[src/rtl/seg7_pkg.sv]
// -----------------------------------------------------------------------------
// seg7_pkg
//   Shared definitions for 7-segment display blocks: the segment pattern type,
//   the all-segments-off pattern and the hex glyph table. Patterns are held in
//   active-low form, bit order {g,f,e,d,c,b,a}; any polarity change is applied
//   by the block that drives the pins.
// -----------------------------------------------------------------------------
package seg7_pkg;

  typedef logic [6:0] seg7_t;

  // Active-low: every segment dark.
  localparam seg7_t SEG_OFF = 7'h7F;

  // Glyphs for 0..9, A, b, C, d, E, F.
  localparam seg7_t HEX_TABLE [0:15] = '{
    7'h40, 7'h79, 7'h24, 7'h30, 7'h19, 7'h12, 7'h02, 7'h78,
    7'h00, 7'h18, 7'h08, 7'h03, 7'h46, 7'h21, 7'h06, 7'h0E
  };

endpackage : seg7_pkg

[src/rtl/seg7_hex_decode.sv]
// -----------------------------------------------------------------------------
// seg7_hex_decode
//   Combinational hex nibble to 7-segment glyph lookup.
// Ports
//   i_nibble   in   4   hex value to display
//   o_pattern  out  7   active-low glyph {g,f,e,d,c,b,a}
// -----------------------------------------------------------------------------
module seg7_hex_decode
  import seg7_pkg::*;
(
  input  logic [3:0] i_nibble,
  output seg7_t      o_pattern
);

  assign o_pattern = HEX_TABLE[i_nibble];

endmodule : seg7_hex_decode

[src/rtl/seg7_scan_driver.sv]
// -----------------------------------------------------------------------------
// seg7_scan_driver
//   Time-multiplexed N-digit 7-segment driver. One digit is lit per scan slot;
//   each slot opens with a short all-anodes-off window to suppress ghosting.
//   Host writes land in a pending buffer that is copied to the displayed
//   buffer only at frame end, so a frame never mixes old and new data.
// Ports
//   iCLK    in   1             system clock
//   iRST_N  in   1             synchronous reset, active-low
//   iDATA   in   4*NUM_DIGITS  hex nibble per digit, digit k = iDATA[4k+3:4k]
//   iDP     in   NUM_DIGITS    decimal point on, per digit
//   iBLANK  in   NUM_DIGITS    force digit dark
//   iBLINK  in   NUM_DIGITS    digit dark during blink-off phase
//   iLOAD   in   1             capture iDATA/iDP/iBLANK/iBLINK into pending
//   oSEG    out  7             segments {g,f,e,d,c,b,a}
//   oDP     out  1             decimal point
//   oAN     out  NUM_DIGITS    digit enables
//   oFRAME  out  1             pulse on the last clock of the last digit
// -----------------------------------------------------------------------------
module seg7_scan_driver
  import seg7_pkg::*;
#(
  parameter int NUM_DIGITS  = 4,
  parameter int SCAN_DIV    = 50000,
  parameter int DEAD_CYC    = 16,
  parameter int BLINK_FR    = 64,
  parameter int SEG_ACT_LOW = 1,
  parameter int AN_ACT_LOW  = 1
) (
  input  logic                    iCLK,
  input  logic                    iRST_N,
  input  logic [4*NUM_DIGITS-1:0] iDATA,
  input  logic [NUM_DIGITS-1:0]   iDP,
  input  logic [NUM_DIGITS-1:0]   iBLANK,
  input  logic [NUM_DIGITS-1:0]   iBLINK,
  input  logic                    iLOAD,
  output logic [6:0]              oSEG,
  output logic                    oDP,
  output logic [NUM_DIGITS-1:0]   oAN,
  output logic                    oFRAME
);

  localparam int CW = (SCAN_DIV > 1)   ? $clog2(SCAN_DIV)   : 1;
  localparam int DW = (NUM_DIGITS > 1) ? $clog2(NUM_DIGITS) : 1;
  localparam int FW = (BLINK_FR > 1)   ? $clog2(BLINK_FR)   : 1;

  localparam logic [CW-1:0] CNT_LAST = CW'(SCAN_DIV - 1);
  localparam logic [CW-1:0] CNT_DEAD = CW'(DEAD_CYC);
  localparam logic [DW-1:0] IDX_LAST = DW'(NUM_DIGITS - 1);
  localparam logic [FW-1:0] FR_LAST  = FW'(BLINK_FR - 1);

  // Internal patterns are active-low; these masks flip them for active-high pins.
  localparam seg7_t                 SEG_MASK = (SEG_ACT_LOW != 0) ? 7'h00 : 7'h7F;
  localparam logic                  DP_MASK  = (SEG_ACT_LOW != 0) ? 1'b0 : 1'b1;
  localparam logic [NUM_DIGITS-1:0] AN_MASK  = (AN_ACT_LOW != 0) ? '0 : '1;

  // Scan and blink state
  logic [CW-1:0] r_cnt;
  logic [DW-1:0] r_idx;
  logic [FW-1:0] r_fcnt;
  logic          r_blink_off;

  // Pending (host-side) and active (displayed) buffers
  logic [4*NUM_DIGITS-1:0] r_pend_data, r_act_data;
  logic [NUM_DIGITS-1:0]   r_pend_dp,    r_act_dp;
  logic [NUM_DIGITS-1:0]   r_pend_blank, r_act_blank;
  logic [NUM_DIGITS-1:0]   r_pend_blink, r_act_blink;

  // Registered pin drivers
  seg7_t                 r_seg;
  logic                  r_dp;
  logic [NUM_DIGITS-1:0] r_an;

  logic                    w_frame;
  logic                    w_slot_end;
  logic [4*NUM_DIGITS-1:0] w_pend_data;
  logic [NUM_DIGITS-1:0]   w_pend_dp, w_pend_blank, w_pend_blink;
  logic [3:0]              w_nibble;
  seg7_t                   w_glyph;
  logic                    w_dark;
  seg7_t                   w_seg_low;
  logic                    w_dp_low;
  logic [NUM_DIGITS-1:0]   w_an_low;

  assign w_slot_end = (r_cnt == CNT_LAST);
  assign w_frame    = w_slot_end && (r_idx == IDX_LAST);

  // A strobe on the frame-end clock must reach the active buffer in the same
  // clock, so the copy source is the post-strobe pending value.
  assign w_pend_data  = iLOAD ? iDATA  : r_pend_data;
  assign w_pend_dp    = iLOAD ? iDP    : r_pend_dp;
  assign w_pend_blank = iLOAD ? iBLANK : r_pend_blank;
  assign w_pend_blink = iLOAD ? iBLINK : r_pend_blink;

  assign w_nibble = 4'(r_act_data >> {r_idx, 2'b00});

  seg7_hex_decode u_decode (
    .i_nibble  (w_nibble),
    .o_pattern (w_glyph)
  );

  assign w_dark    = r_act_blank[r_idx] | (r_act_blink[r_idx] & r_blink_off);
  assign w_seg_low = w_dark ? SEG_OFF : w_glyph;
  assign w_dp_low  = w_dark | ~r_act_dp[r_idx];
  assign w_an_low  = (r_cnt < CNT_DEAD) ? '1 : ~(NUM_DIGITS'(1) << r_idx);

  // NOTE: clocked state uses non-blocking assignments so every register samples
  // the pre-edge values of the others, regardless of statement order.
  always_ff @(posedge iCLK) begin
    if (!iRST_N) begin
      r_cnt        <= '0;
      r_idx        <= '0;
      r_fcnt       <= '0;
      r_blink_off  <= 1'b0;
      r_pend_data  <= '0;
      r_pend_dp    <= '0;
      r_pend_blank <= '0;
      r_pend_blink <= '0;
      r_act_data   <= '0;
      r_act_dp     <= '0;
      r_act_blank  <= '0;
      r_act_blink  <= '0;
      r_seg        <= SEG_OFF ^ SEG_MASK;
      r_dp         <= 1'b1 ^ DP_MASK;
      r_an         <= '1 ^ AN_MASK;
    end else begin
      r_cnt <= w_slot_end ? '0 : r_cnt + 1'b1;
      if (w_slot_end) begin
        r_idx <= (r_idx == IDX_LAST) ? '0 : r_idx + 1'b1;
      end

      r_pend_data  <= w_pend_data;
      r_pend_dp    <= w_pend_dp;
      r_pend_blank <= w_pend_blank;
      r_pend_blink <= w_pend_blink;

      if (w_frame) begin
        r_act_data  <= w_pend_data;
        r_act_dp    <= w_pend_dp;
        r_act_blank <= w_pend_blank;
        r_act_blink <= w_pend_blink;
        r_fcnt      <= (r_fcnt == FR_LAST) ? '0 : r_fcnt + 1'b1;
        if (r_fcnt == FR_LAST) begin
          r_blink_off <= ~r_blink_off;
        end
      end

      r_seg <= w_seg_low ^ SEG_MASK;
      r_dp  <= w_dp_low ^ DP_MASK;
      r_an  <= w_an_low ^ AN_MASK;
    end
  end

  assign oSEG   = r_seg;
  assign oDP    = r_dp;
  assign oAN    = r_an;
  assign oFRAME = w_frame;

endmodule : seg7_scan_driver
[config.mk]
export PLATFORM = sky130hd
export DESIGN_NAME = seg7_scan_driver
export DESIGN_NICKNAME = d
export VERILOG_FILES = /design/src/rtl/seg7_pkg.sv /design/src/rtl/seg7_hex_decode.sv /design/src/rtl/seg7_scan_driver.sv
export SDC_FILE = /design/constraint.sdc
export NUM_CORES = 1
export LEC_CHECK = 0
export ABC_AREA = 1
export ABC_CLOCK_PERIOD_IN_PS = 1850
export CAP_MARGIN = 20
export CORE_ASPECT_RATIO = 0.7
export CORE_UTILIZATION = 57
export DETAILED_ROUTE_END_ITERATION = 6
export PLACE_DENSITY = 0.8
export SYNTH_ARGS = -nofsm -noshare
export SYNTH_HDL_FRONTEND = slang
export SYNTH_SLANG_ARGS = --single-unit
[constraint.sdc]
create_clock -name iCLK -period 1.85 [get_ports iCLK]
set_input_delay 0.4625 -clock iCLK [delete_from_list [all_inputs] [get_ports iCLK]]
set_output_delay 0.4625 -clock iCLK [all_outputs]
set_load 0.02 [all_outputs]
# Word level (Yosys, flattened, before mapping)
# Memories as Yosys holds them, arrays and structs flattened. A register that Yosys moved wholly into a read port is not among the register bits.
# Cells that the tools add are included.
[totals]
register_bits = 86
latch_bits = 0
mem_bits_rw = 0
romBits = 112
inputBits = 31
n_memories = 1
[memory_table]
columns = ["name", "depth", "word_bits", "read_ports", "rd_ports_with_merged_regs", "wr", "line_no", "text"]
rows = [
  ["(no name shown)", 16, 7, 1, 1, 0, "seg7_hex_decode.sv:15", "assign o_pattern = HEX_TABLE[i_nibble];"],
]
[classes]
addsub = 3
n_mul = 0
div_mod_pow = 0
n_lt_le_gt_ge = 2
n_eq_ne = 3
shifts = 2
mux = 12
bitwise = 8
reduce_logical = 5
[ops]
columns = ["cell", "count"]
rows = [
  ["adder 16 x 1 -> 16 bit (second input constant)", 1],
  ["== test 16 bit (second input constant)", 1],
  ["less-than comparator 16 x 5 -> 1 bit (second input constant)", 1],
  ["two-way mux 16 bit", 1],
  ["right shift 16 x 4 -> 4 bit", 1],
  ["two-way mux 4 bit", 3],
  ["adder 6 x 1 -> 6 bit (second input constant)", 1],
  ["binary-select mux 1 bit (select 2 bit)", 3],
  ["== test 6 bit (second input constant)", 1],
  ["two-way mux 6 bit", 1],
  ["OR reduction 2 bit", 3],
  ["NOT 4 -> 5 bit", 1],
  ["NOT 4 bit", 1],
  ["left shift 1 x 2 -> 4 bit (first input constant)", 1],
  ["less-than comparator 2 x 3 -> 1 bit (second input constant)", 1],
  ["two-way mux 1 bit", 3],
  ["NOT 1 bit", 3],
  ["adder 2 x 1 -> 2 bit (second input constant)", 1],
  ["== test 2 bit (second input constant)", 1],
  ["two-way mux 2 bit", 1],
  ["OR 1 bit", 2],
  ["AND reduction 2 bit", 1],
  ["bitwise AND 1 bit", 1],
  ["logical AND 1 bit", 1],
]

# Longest topological paths before layout
# Gate-level depths: netlist of run 1.
[logic_depth]
depth_word = 5
mapped_depth = 12
mapped_depth_nobuf = 10

# By module
# A second synthesis of run 1 with hierarchy kept.
[unflattened]
hier_cells = 573
area_unflattened_um2 = 4349.2
[modules_own_cells]
columns = ["module", "n_inst", "cells_per_inst", "area_per_inst_um2", "seq_area_each_um2"]
rows = [
  ["seg7_scan_driver", 1, 524, 4082.7, 1861.8],
  ["seg7_hex_decode", 1, 49, 266.5, 0.0],
]

# Least setup slack after synthesis of run 1
# OpenSTA, ideal clock, no wires.
[synth_timing]
path_kind = "register to register"
start = "reg r_idx[0]"
end = "reg r_seg[3] (netlist: oSEG[3])"
setup_ps = 128
t_arrival_ps = 1559
slack_ps = 163
stages_incl_launch_ff = 13
path_cell_list = "dfxtp_1 > buf_2 > inv_1 > buf_2 > nand2_1 > nand3_1 > nand2_1 > inv_1 > ha_1 > nand2_1 > o21ai_0 > nand2_1 > nand3_1"
[synth_between]
elab_chain_cells = 5
[synth_lines]
columns = ["item", "line_no", "text"]
rows = [
  ["from (decl)", "seg7_scan_driver.sv:59", "logic [DW-1:0] r_idx;"],
  ["from (signal assigned)", "seg7_scan_driver.sv:129", "r_idx <= (r_idx == IDX_LAST) ? '0 : r_idx + 1'b1;"],
  ["binary-select mux 1 bit (select 2 bit)", "seg7_scan_driver.sv:102", "assign w_dark = r_act_blank[r_idx] | (r_act_blink[r_idx] & r_blink_off);"],
  ["two-way mux 1 bit (implied by the code)", "seg7_scan_driver.sv:102", ""],
  ["bitwise AND 1 bit", "seg7_scan_driver.sv:102", ""],
  ["OR 1 bit", "seg7_scan_driver.sv:102", ""],
  ["OR reduction 2 bit (no source line)", "-", ""],
  ["to (decl)", "seg7_scan_driver.sv:70", "seg7_t r_seg;"],
]
# Several ways; a longest one is shown, not always the timed one. The select of a mux whose other input is x is not followed.
# A chain may end at the register's enable or synchronous reset.

# Final worst setup path of run 1
[layout_timing]
start = "reg r_cnt[1]"
end = "out oFRAME"
[layout_between]
elab_chain_cells = 2
[layout_lines]
columns = ["item", "line_no", "text"]
rows = [
  ["from (decl)", "seg7_scan_driver.sv:58", "logic [CW-1:0] r_cnt;"],
  ["from (signal assigned)", "seg7_scan_driver.sv:127", "r_cnt <= w_slot_end ? '0 : r_cnt + 1'b1;"],
  ["== test 16 bit", "seg7_scan_driver.sv:85", "assign w_slot_end = (r_cnt == CNT_LAST);"],
  ["logical AND 1 bit", "seg7_scan_driver.sv:86", "assign w_frame = w_slot_end && (r_idx == IDX_LAST);"],
  ["to (decl)", "seg7_scan_driver.sv:40", "output logic oFRAME"],
]
# Every way passes these cells.

==> results of run 1 <==
-- flip-flops by register name, summed over array words and instances (netlist names) --
name          count
r_pend_dp         4
oAN               4
r_pend_data      16
oDP               1
r_fcnt            6
r_act_dp          4
r_act_blank       4
r_blink_off       1
r_act_data       16
r_act_blink       4
r_cnt            16
r_pend_blank      4
r_idx             2
oSEG              7
r_pend_blink      4
-- layout make-up --
cell class / count / area [um2] / area share
clock inverter: 5 / 58.8 / 0.0109
sequential: 93 / 1860 / 0.345
clock buffer: 11 / 141 / 0.0261
multi-input combinational: 444 / 2270 / 0.420
inverter: 41 / 166 / 0.0308
tap: 98 / 123 / 0.0227
timing repair buffer: 89 / 786 / 0.145
-- per-layer routing --
layer / wire length [um] / vias up
met4: 133 / 0
met5: 0 / -
met3: 488 / 14
met2: 4240 / 109
met1: 4810 / 1844
li1: - / 2074
-- path summary, 6_finish.rpt --
| path | to | slack [ns] | depth (start not counted) |
|---|---|---|---|
| worst min register to register | r_act_blank[2] | 0.47 | 2 |
| worst min-delay path | r_act_blank[2] | 0.47 | 2 |
| worst max register to register | r_act_data[14] | 0.05 | 10 |
| worst max-delay path | oFRAME | 0.02 | 6 |
-- cells in the final DEF, fill, tap and decap left out, drive strengths merged --
master / synthesis / layout
a21oi: 47 / 47
a31oi: 1 / 1
and3: 1 / 1
buf: 15 / 47
bufinv: 0 / 1
clkbuf: 7 / 11
clkdlybuf4s50: 0 / 42
clkinv: 1 / 3
clkinvlp: 0 / 2
dfxtp: 93 / 93
ha: 11 / 11
inv: 40 / 40
nand2: 163 / 163
nand3: 32 / 32
nand4: 7 / 7
nor2: 121 / 121
nor3: 34 / 34
nor4: 1 / 1
o21a: 3 / 3
o21ai: 14 / 14
o21bai: 1 / 1
o22ai: 1 / 1
or2: 4 / 4
xor2: 3 / 3
-- where the power goes --
part | total (mW) | switching (mW) | internal (mW)
combinational | 0.301 | 0.157 | 0.144
sequential | 2.07 | 0.0181 | 2.06
clock | 1.39 | 0.723 | 0.665
-- cells by family after synthesis --
logic type | share of synthesized area
DFF | 0.426
AOI/OAI and AO/OA | 0.105
xor gates and xnor gates | 0.00601
adders and majority gates | 0.0315
and+or+nand+nor | 0.363
buffers and inverters | 0.0690
-- stage by stage --
| stage | setup TNS [ns] | hold slack, ns |
|---|---|---|
| after floorplan | 0 | 0.418 |
| after global placement | -0.120 | 0.459 |
| after detailed placement | -0.149 | 0.460 |
| after CTS | -0.0263 | 0.474 |
| after global routing | -0.0424 | 0.497 |
| final | 0 | 0.473 |
-- critical path, cell delays in order (launching register included) --
cell     delay [ns]
dfxtp_2        0.36
ha_4           0.15
nand2_4        0.05
nor2_4         0.09
nand4_1        0.09
nor2_1         0.10
buf_4          0.15
-- what timing repair did --
item / in CTS / in global routing
setup endpoints to repair: 7 / 40
resized for setup: 13 / 9
pin swaps: 3 / 4
buffers inserted: 0 / 0
endpoints found under the hold margin: 0 / 0
==> key figures, run 1 <==
Clock network
  • CTS H-Tree Depth: 3
  • Worst-skew pair later-pin latency: around 0.36 ns
  • Root buf cell: clkbuf_8
  • Hold buffers post-CTS: 0
  • CTS tree: built
  • Reg clk slew, reported paths: ~0.09 ns
  • Total CTS buffers: 9
  • Total clock sinks: 93
  • CTS max path bufs: 2

Timing
  • Skew final: around 0.012 ns
  • Crit share post-route: 0.987
  • Worst-Margin Slew: around 0.44 ns
  • Unrepaired setup endpoints after global routing: yes
  • Final max-slew violation count: 0
  • Fin worst setup slack: 0.0238 ns
  • Final hold vios: 0
  • Crit path time final: 1.83 ns
  • Relative slew slack: 0.703
  • Top achievable clock speed: 548 MHz
  • Final setup viols: 0

Synth
  • Syn_nets: approximately 640
  • Yosys reg bits: 93
  • EDFF count, synth: 0
  • Top-count cell post-synth: nand2_1
  • Syn Area/Cell: around 7.3 um2
  • Synthesized area: approximately 4400 um2
  • Main synth FF type: dfxtp_1
  • Leading area contributor after synthesis: dfxtp_1
  • Seq/Total Area, Yosys: 0.426
  • Cell count after synthesis: 600
  • Synth top area cells: dfxtp_1 43%, nand2_1 11%, nor2_1 10%
  • Netlist cell types: 30
  • Post-synth top area share: 0.426
  • Yosys warnings: 0
  • Async SR Flop Fraction: 0
  • Commonest cells post-synth: 129 x nand2_1, 119 x nor2_1, 93 x dfxtp_1

Detailed routing
  • Drt drc: 0
  • Total wire length: roughly 9.7 mm
  • WL/cell: 12.4 um
  • Drt pass-1 iters: 5
  • Vias: 4041
  • First DRT Iteration DRCs: 235
  • Vias/cell: 5.17
  • Post-route ant nets: 0

Final layout
  • Final Instance Area: 5410 um2
  • Synth-to-Final Area Change: 23.7%
  • Fill cells: 553
  • Fin cells: a little under 800
  • Final Core Density: 0.736
  • Share of cells above drive strength 1: 0.218
  • Fin nets: 720
  • Ant. Diodes: 0

Worst setup path
  • CP Data Required Time: 1.39 ns
  • Reg-to-Reg Start: r_cnt[1]
  • Critical setup path kind: flip-flop to primary output
  • Crit end category: primary output
  • CP arrival: 1.36 ns
  • Startpoint Class: flip-flop
  • CP max FO: 3
  • CP Launch Point: r_cnt[1]

Die
  • Horiz. Die Dim: 107 um
  • Die Ht: between 70 and 80 um
  • Initial core utilization: 0.595
  • Io pins: 44
  • Core area: around 7400 um2
  • Overall die area: 8030 um2
  • Cell row count: 26

Placement
  • DPL Wire Length: 6.98 mm
  • Post-DP Area: a little over 5000 um2
  • Worst slack at placement: -0.149 ns
  • Port bufs: 43
  • Placed Cells: 765
  • Final GP Congestion: 0.875

Hold path
  • Type of the tightest min-delay check: flip-flop to flip-flop
  • Worst hold start: r_act_blank[2]

Run
  • Max Cap Violations: 0

Global route
  • Antenna violations before repair: 0
  • Met3 usage: 0.0494
  • Global Route Usage Sum: 0.259
  • Gr busiest metal: met2
  • Largest net degree at the start of global routing: 35
  • Vias in the first global route: ~3.6k
  • Grt ovf: 0
  • Global-route wire length before repair: about 16 mm
  • Met2 Use GR: 0.411
  • Met1 Usage GRT: 0.361

Pwr
  • Maximum VDD drop: 0.365 mV
  • Pleak: 2.11 nW
  • PD cells: 696 nW/um2
  • Design Power: 3.76 mW

Outcome
  • Status: finished, final reports clean
(Power assumes the default switching activity.)
==> inputs of run 2 (changes only) <==
--- a/config.mk
+++ b/config.mk
@@ -9,9 +9,11 @@
 export ABC_CLOCK_PERIOD_IN_PS = 1850
 export CAP_MARGIN = 20
 export CORE_ASPECT_RATIO = 0.7
+export CORE_MARGIN = 4
 export CORE_UTILIZATION = 57
 export DETAILED_ROUTE_END_ITERATION = 6
-export PLACE_DENSITY = 0.8
+export MAX_ROUTING_LAYER = met4
+export PLACE_DENSITY_LB_ADDON = 0.08
 export SYNTH_ARGS = -nofsm -noshare
 export SYNTH_HDL_FRONTEND = slang
 export SYNTH_SLANG_ARGS = --single-unit
==> run 2 against run 1 <==
Power is 2.5% higher. Non-clock buffer count is 4 higher. Fmax is 0.37% lower. Critical path depth stayed put. Cell count is 0.51% higher. Core utilization is 0.34 points higher. Count of clock-buffer cells in the layout is 3 higher. Sequential power hardly changed. Clock skew is 0.0048 ns lower. Flip-flop and latch count stayed put.
==> key figures, run 2 (same netlist as run 1, synthesis figures left out) <==
Outcome
  • Status: finished, final reports clean

Worst setup path
  • CP max FO: 2 (-1)
  • CP max-delay cell: dfxtp_2
  • Crit-path cells: ha_4, nand2_4, nor2_4, nand4_1, nor2_1, buf_4
  • Reg2Reg Depth: 11 (+1)
  • Reg2Reg Setup Slack: 0.09 ns (+0.04 ns)
  • Startpoint Class: flip-flop
  • Max stage delay on crit path: 0.36 ns (about the same)
  • CP Data Required Time: 1.39 ns (about the same)
  • CP arrival: 1.37 ns (about the same)
  • Crit end category: primary output
  • Reg-to-Reg Start: r_idx[0]
  • End of the worst register-to-register path: oSEG[5]
  • Critical setup path kind: flip-flop to primary output

Timing
  • Worst-Margin Slew: 0.550 ns (+0.108 ns)
  • Crit path time final: 1.83 ns (+0.00677 ns)
  • Final setup viols: 0 (unchanged)
  • Crit share post-route: 0.991 (+0.00366)
  • Top achievable clock speed: 546 MHz (-0.37%)
  • Skew final: 0.00738 ns (-0.00480 ns)
  • Final hold vios: 0 (unchanged)
  • Unrepaired setup endpoints after global routing: yes
  • Setup TNS: 0 ns (unchanged)
  • Fin worst setup slack: 0.0170 ns (-0.00678 ns)
  • Final max-slew violation count: 0 (unchanged)
  • Relative slew slack: 0.630 (-0.0728)

Clock network
  • Total CTS buffers: 9 (unchanged)
  • Worst-skew pair later-pin latency: 0.37 ns (about the same)
  • CTS tree: built
  • Root buf cell: clkbuf_8
  • CTS H-Tree Depth: 3 (unchanged)
  • Reg clk slew, reported paths: 0.09 ns (about the same)
  • Total clock sinks: 93 (unchanged)
  • CTS max path bufs: 2 (unchanged)

Hold path
  • WHS Endpoint: r_act_data[2]
  • Worst hold start: r_act_data[2]
  • Hold Path Depth: 2 (unchanged)
  • Type of the tightest min-delay check: flip-flop to flip-flop

Die
  • Cell row count: 26 (unchanged)
  • Die Ht: 81.3 um (+8.0%)
  • Initial core utilization: 0.592 (-0.00262)
  • Horiz. Die Dim: 113 um (+5.6%)
  • Io pins: 44 (unchanged)
  • Overall die area: 9160 um2 (+14%)
  • Core area: 7380 um2 (+0.44%)

Detailed routing
  • First DRT Iteration DRCs: 191 (-19%)
  • Drt drc: 0 (unchanged)
  • Vias: 4018 (-0.57%)
  • Vias/cell: 5.12 (-1.1%)
  • Total wire length: 10.3 mm (+6.6%)
  • Post-route ant nets: 0 (unchanged)
  • WL/cell: 13.1 um (+6.0%)
  • Drt pass-1 iters: 5 (unchanged)

Final layout
  • Synth-to-Final Area Change: 24.8%
  • Share of cells above drive strength 1: 0.233 (+0.0147)
  • Fill cells: 614 (+11%)
  • Final Core Density: 0.739 (+0.00337)
  • Commonest non-fill, non-tap cell in the layout: nand2_1
  • Ant. Diodes: 0 (unchanged)
  • Largest regs: r_act_data x16, r_cnt x16, r_pend_data x16
  • Most frequent cells in the layout: 123 x nand2_1, 116 x nor2_1, 90 x dfxtp_1
  • Fin nets: 724 (+0.56%)
  • Final Instance Area: 5460 um2 (+0.90%)

Placement
  • DPL Wire Length: 7.36 mm (+5.5%)
  • Final GP Congestion: 0.941 (+7.4%)
  • Worst slack at placement: -0.185 ns (-0.0361 ns)
  • Port bufs: 43 (unchanged)
  • Post-DP Area: 5130 um2 (-0.15%)

Global route
  • Largest net degree at the start of global routing: 48 (+37%)
  • Vias in the first global route: 3686 (+2.9%)
  • Antenna violations before repair: 0 (unchanged)
  • Grt ovf: 0 (unchanged)
  • Global-route wire length before repair: 17.0 mm (+4.4%)
  • Global Route Usage Sum: 0.242 (-0.0177)

Run
  • Max Cap Violations: 0 (unchanged)

Pwr
  • Maximum VDD drop: 0.588 mV (+61%)
  • PD cells: 707 nW/um2 (+1.6%)
  • Design Power: 3.86 mW (+2.5%)
  • Pleak: 2.15 nW (+1.8%)
[run 2: cell count changes in the layout (fill, tap and decap cells not counted), sizes merged]
cell / change
buf: +4
clkbuf: +3
clkinv: -1
clkinvlp: -1
inv: -1
[run 2: per-layer routing]
metal | share of wire | track usage | wire length (um) | up-vias
met3 | 0.063 | 0.0737 | 648 | 22
met4 | 0.016 | 0.0684 | 161 | 0
met5 | 0 | - | 0 | -
met2 | 0.45 | 0.380 | 4600 | 96
li1 | - | - | - | 2084
met1 | 0.47 | 0.304 | 4890 | 1816
[run 2: how the worst max path moves through the flow]
stage,start,end,slack [ns],depth (start not counted)
2_1_floorplan,r_idx[0],oSEG[3],0.16,12
3_3_place_gp,r_cnt[0],oFRAME,-0.14,6
3_5_place_dp,r_cnt[1],oFRAME,-0.18,6
4_1_cts,r_cnt[1],oFRAME,-0.02,6
5_1_grt,r_cnt[0],oFRAME,-0.09,6
6_report,r_cnt[0],oFRAME,0.02,6
[run 2: metrics by stage]
stage / hold slack (ns) / std cells
2_1_floorplan: 0.418 / 600
3_3_place_gp: 0.459 / 764
3_5_place_dp: 0.458 / 764
4_1_cts: 0.480 / 782
5_1_grt: 0.504 / 785
6_report: 0.482 / 785
[run 2: layout make-up]
| type | count | area (um2) | area share |
|---|---|---|---|
| multi-input combinational | 444 | 2270 | 0.415 |
| sequential | 93 | 1870 | 0.342 |
| timing repair buffer | 93 | 816 | 0.149 |
| clock buffer | 14 | 183 | 0.0335 |
| inverter | 41 | 165 | 0.0303 |
| tap | 98 | 123 | 0.0225 |
| clock inverter | 2 | 38.8 | 0.00711 |
[run 2: repair_timing]
| item | 4_1_cts | 5_1_grt |
|---|---|---|
| pin swaps | 4 | 7 |
| setup buffers | 2 | 3 |
| hold buffers | 0 | 0 |
| endpoints found under the setup margin | 1 | 22 |
| gates resized for setup | 13 | 15 |
[run 2: report_power, final]
part / internal [mW] / leakage [nW] / switching, mW
sequential: 2.06 / 0.760 / 0.0177
clock: 0.776 / 0.113 / 0.703
combinational: 0.146 / 1.27 / 0.161
[run 2: critical path: cells and delay by family (launching register included)]
family | cells | cell delay, ns
simple gates | 4 | 0.34
flops | 1 | 0.36
fa+ha+maj | 1 | 0.15
buf+inv | 1 | 0.15
